### config.mk
export PLATFORM = sky130hd
export DESIGN_NAME = ram_queue_ctrl
export DESIGN_NICKNAME = d
export VERILOG_FILES = /design/src/rtl/ram_queue_ctrl.sv
export SDC_FILE = /design/constraint.sdc
export NUM_CORES = 1
export LEC_CHECK = 0
export CAP_MARGIN = 40
export CORE_ASPECT_RATIO = 1.75
export CORE_MARGIN = 2
export CORE_UTILIZATION = 41
export DETAILED_ROUTE_END_ITERATION = 10
export PLACE_DENSITY = 0.78
export SETUP_SLACK_MARGIN = 0.05
export SYNTH_ARGS = -nofsm -noshare
export SYNTH_HDL_FRONTEND = slang
export SYNTH_SLANG_ARGS = --single-unit
export TNS_END_PERCENT = 5
### constraint.sdc
create_clock -name clk -period 3.05 [get_ports clk]
set_input_delay 0.4575 -clock clk [delete_from_list [all_inputs] [get_ports clk]]
set_output_delay 0.4575 -clock clk [all_outputs]
set_load 0.02 [all_outputs]
### src/rtl/ram_queue_ctrl.sv
// Circular-buffer controller for a dual-port byte RAM with registered read.
// Owns the pointers, occupancy and status flags, and presents a push/pop FIFO.
module ram_queue_ctrl #(
  parameter int ENTRIES    = 384,
  parameter int LOG2       = 9,
  parameter int HIGH_WATER = 320
) (
  input  logic            clk,
  input  logic            rst_n,
  input  logic            push,
  input  logic [7:0]      push_data,
  input  logic            pop,
  input  logic            flush,
  input  logic            clr_err,
  output logic [7:0]      pop_data,
  output logic            pop_valid,
  output logic            full,
  output logic            empty,
  output logic            almost_full,
  output logic [LOG2:0]   count,
  output logic            overflow,
  output logic            underflow,
  output logic            ram_we,
  output logic [LOG2-1:0] ram_waddr,
  output logic [7:0]      ram_wdata,
  output logic [LOG2-1:0] ram_raddr,
  input  logic [7:0]      ram_rdata
);

  localparam logic [LOG2-1:0] LAST_ADDR = LOG2'(ENTRIES - 1);
  localparam logic [LOG2:0]   DEPTH     = (LOG2 + 1)'(ENTRIES);
  localparam logic [LOG2:0]   HIGH      = (LOG2 + 1)'(HIGH_WATER);

  logic [LOG2-1:0] wr_ptr_reg, wr_ptr_next;
  logic [LOG2-1:0] rd_ptr_reg, rd_ptr_next;
  logic [LOG2:0]   count_reg, count_next;
  logic            pop_valid_reg, pop_valid_next;
  logic            overflow_reg, overflow_next;
  logic            underflow_reg, underflow_next;
  logic            push_ok, pop_ok;

  assign full        = (count_reg == DEPTH);
  assign empty       = (count_reg == '0);
  assign almost_full = (count_reg >= HIGH);
  assign count       = count_reg;

  // Acceptance is judged on the current count only; a simultaneous pop
  // never frees room for a push and a push never feeds a pop.
  assign push_ok = push & ~full & ~flush;
  assign pop_ok  = pop & ~empty & ~flush;

  assign ram_we    = push_ok;
  assign ram_waddr = wr_ptr_reg;
  assign ram_wdata = push_data;
  assign ram_raddr = rd_ptr_reg;

  assign pop_data  = ram_rdata;
  assign pop_valid = pop_valid_reg;
  assign overflow  = overflow_reg;
  assign underflow = underflow_reg;

  always_comb begin
    wr_ptr_next    = wr_ptr_reg;
    rd_ptr_next    = rd_ptr_reg;
    count_next     = count_reg;
    pop_valid_next = pop_ok;
    // A new error event in the same cycle as clr_err keeps the flag set.
    overflow_next  = (push & full & ~flush) | (overflow_reg & ~clr_err);
    underflow_next = (pop & empty & ~flush) | (underflow_reg & ~clr_err);

    if (flush) begin
      wr_ptr_next = '0;
      rd_ptr_next = '0;
      count_next  = '0;
    end else begin
      if (push_ok) begin
        wr_ptr_next = (wr_ptr_reg == LAST_ADDR) ? '0 : wr_ptr_reg + 1'b1;
      end
      if (pop_ok) begin
        rd_ptr_next = (rd_ptr_reg == LAST_ADDR) ? '0 : rd_ptr_reg + 1'b1;
      end
      case ({push_ok, pop_ok})
        2'b10:   count_next = count_reg + 1'b1;
        2'b01:   count_next = count_reg - 1'b1;
        default: count_next = count_reg;
      endcase
    end
  end

  always_ff @(posedge clk or negedge rst_n) begin
    if (!rst_n) begin
      wr_ptr_reg    <= '0;
      rd_ptr_reg    <= '0;
      count_reg     <= '0;
      pop_valid_reg <= 1'b0;
      overflow_reg  <= 1'b0;
      underflow_reg <= 1'b0;
    end else begin
      wr_ptr_reg    <= wr_ptr_next;
      rd_ptr_reg    <= rd_ptr_next;
      count_reg     <= count_next;
      pop_valid_reg <= pop_valid_next;
      overflow_reg  <= overflow_next;
      underflow_reg <= underflow_next;
    end
  end

endmodule

==> results.ini <==
[place]
gp_congestion = 0.878
io_buffers = 40
hpwl_mm = 3.76
dpl-instance-area_sq_um = 2630

[worst_hold_path]
hp-class = in -> async

[yosys]
synth_edf_count = 0
yosys.area_share.simple_pct = 24.8
syn_area_sq_um = 2110
ys_ff_latch = 31
synth.distinct_cells = 44
syn-num-nets = 279
synthFlopType = dfrtp_1
synthAdderAreaFrac_pct = 6.86
synth-xor-area-share_pct = 5.38
synth_warnings = 0
ys_async_sr_fraction_pct = 100
yosys.area.top_type = dfrtp_1
synthMuxAreaShare_pct = 4.79
avgSynthCellArea_sq_um = 8.60
synth-compound-area-share_pct = 12.2
synth_top_cell_area_share_pct = 36.7
synth_area_leaders = dfrtp_1 (37%), nor2_1 (7.5%), ha_1 (5.9%)
ys_seq_area_share_pct = 36.7
synth_top_family_by_area = simple AND/OR/NAND/NOR gates
synthCells = 246

[drt]
drt_pre_antenna_iters = 4
wl_per_cell_um = 14.3
via_count = 1916
drtIter0Drc = 44
drc = 0
drt_wl_total_mm = 4.98
vias_per_cell = 5.51
ant_nets = 0

[worst_setup_path]
critPathMaxStageDelay_ns = 0.46
crit_family = simple AND/OR/NAND/NOR gates
setup.worst_path.start_class = register
crit_buf_inv = 1
crit_type = reg -> reg
arrival_ns = 2.97
endpoint_kind = register
reg2regPathDepth = 12
cp.depth = 12
critPathMaxFanout = 6
required_ns = 3.22
slowest_stage = dfrtp_2
cp_cell_sequence = nor4_4 > a31o_2 > nor2_1 > nand2_1 > inv_2 > ha_2 > nand3_1 > nor2_1 > o21ai_1 > o21ai_1 > mux2i_1 > mux2_2

[finish]
antenna-diode-count = 0
fin_area_sq_um = 2730
syn_to_final_growth_pct = 28.9
n_fill_cell = 455
largest_register_ff_count = 10
nNetsFinal = 326
drive_above_1_share_pct = 16.7

[floorplan]
die_height_um = 99
dieArea_sq_um = 5770
io_pins = 73
start_util_pct = 42.5
num_rows = 34
design.core.area_sq_um = 4980
die_w_um = 58.3

[sta]
finClkSkew_ns = 0.00624
fin_crit_sh_pct = 91.6
setup_viol = 0
holdWs_ns = 0.412
finalCriticalPeriod_ns = 2.80
maxSlewViolCount = 0
hold_violations = 0
fmax_ghz = 0.358
worstMarginPinSlew_ns = 0.636
rsz0062_at_grt = false
max_slew_margin_pct = 57.2

[power]
power.density_nw_per_um2 = 719
leakagePower_nw = 1.21
peakVddDrop_mv = 0.486

[global_route]
grt_pass1_wl_mm = 8.31
grt_util_all_layers_pct = 18.4
antenna_found_initial = 0
grt-ovfl-total = 0
grt_max_degree = 34
grt_pass1_vias = 1842

[clock_tree]
cts_made_buffers = 5
postCtsHoldBufs = 0
cts_tree = done
cts_resized = 0
h-tree-depth = 2
clockBufferDepth = 2
cts_sinks = 31
worstSkewPairLatency_ns = 0.28
post_cts_buffers = 0
root_buffer = clkbuf_8
clkSlewWorstSetupHoldPaths_ns = 0.07

[run]
max-cap-violations = 0

[outcome]
status = complete, no violations

==> cell families (layout without fill, tap and decap cells) <==
group | Yosys count | after routing
multiplexers | 10 | 10
AO/OA/AOI/OAI | 41 | 41
adder cells (fa/ha/maj) | 11 | 11
flip-flops | 31 | 31
buffers and inverters | 33 | 81
XOR/XNOR | 13 | 13
AND/OR/NAND/NOR | 107 | 107
==> worst paths after layout <==
check | start | endpoint | slack (ns)
max | count[6]$_DFFE_PN0P_ | count[9]$_DFFE_PN0P_ | 0.25
min | rst_n | ram_waddr[8]$_DFFE_PN0P_ | 0.41
max reg2reg | count[6]$_DFFE_PN0P_ | count[9]$_DFFE_PN0P_ | 0.25
min reg2reg | underflow$_DFF_PN0_ | underflow$_DFF_PN0_ | 0.49
max in group asynchronous | rst_n | count[6]$_DFFE_PN0P_ | 2.02
min in group clk | underflow$_DFF_PN0_ | underflow$_DFF_PN0_ | 0.49
==> metrics by stage <==
stage	cells	utilization (%)	setup TNS [ns]	setup slack, ns	power [mW]
2_1_floorplan	246	-	0	0.0608	1.24
3_3_place_gp	339	52.5	-0.0821	-0.0821	1.60
3_5_place_dp	340	52.8	-0.419	-0.198	1.63
4_1_cts	348	54.7	0	0.0937	1.96
5_1_grt	348	54.8	0	0.0566	2.08
6_report	348	54.8	0	0.255	1.96
==> where the power goes <==
part           switching, mW  internal (mW)
Sequential            0.0892          0.475
Clock                  0.152          0.182
Combinational          0.547          0.515
Total                  0.788           1.17
==> worst register-to-register path, delay by kind of cell, from the launching register on <==
family                   cells  cell delay [ns]
adder cells (fa/ha/maj)      1             0.38
flip-flops                   1             0.46
AO/OA/AOI/OAI                3             0.48
AND/OR/NAND/NOR              5             0.71
multiplexers                 2             0.57
buffers and inverters        1             0.08
==> final cells by class <==
type | instances | area (sq um) | area share [%]
multi-input cells | 182 | 1160 | 42.5
flip-flops and latches | 31 | 782 | 28.7
repair buffers | 65 | 598 | 21.9
clock buffers | 7 | 86.3 | 3.17
well taps | 54 | 67.6 | 2.48
inverters | 8 | 30.0 | 1.10
clock inverters | 1 | 5.00 | 0.184
==> metal layers <==
layer / wire [um] / vias up / track usage (%)
met5: 0 / - / 0
met4: 138 / 0 / 9.30
met3: 205 / 11 / 3.02
met2: 2630 / 45 / 32.1
met1: 2000 / 927 / 20.9
li1: - / 933 / -
==> synth_stat cells (all sizes together) (6+ instances only) <==
cell / instances
nor3: 7
o21ai: 7
a21oi: 18
nand3: 8
dfrtp: 31
nand2: 21
buf: 21
ha: 10
mux2i: 9
nor4: 6
xor2: 8
nor2: 42
nor2b: 6
inv: 8
==> placed cells by master (no fill, tap or decap), drive strengths merged, types with 2 or more instances in the layout <==
cell | netlist | routed
nor4 | 6 | 6
o21ai | 7 | 7
mux2i | 9 | 9
a31oi | 3 | 3
nor2 | 42 | 42
inv | 8 | 8
o21a | 2 | 2
nand4 | 5 | 5
nand2b | 4 | 4
ha | 10 | 10
nand3 | 8 | 8
xnor2 | 5 | 5
o31ai | 2 | 2
a21oi | 18 | 18
nor3 | 7 | 7
clkbuf | 4 | 7
dfrtp | 31 | 31
buf | 21 | 25
or3 | 2 | 2
xor2 | 8 | 8
clkdlybuf4s50 | 0 | 39
nor2b | 6 | 6
or2 | 2 | 2
nand2 | 21 | 21
Note: power is estimated with default switching activity, not from simulation.
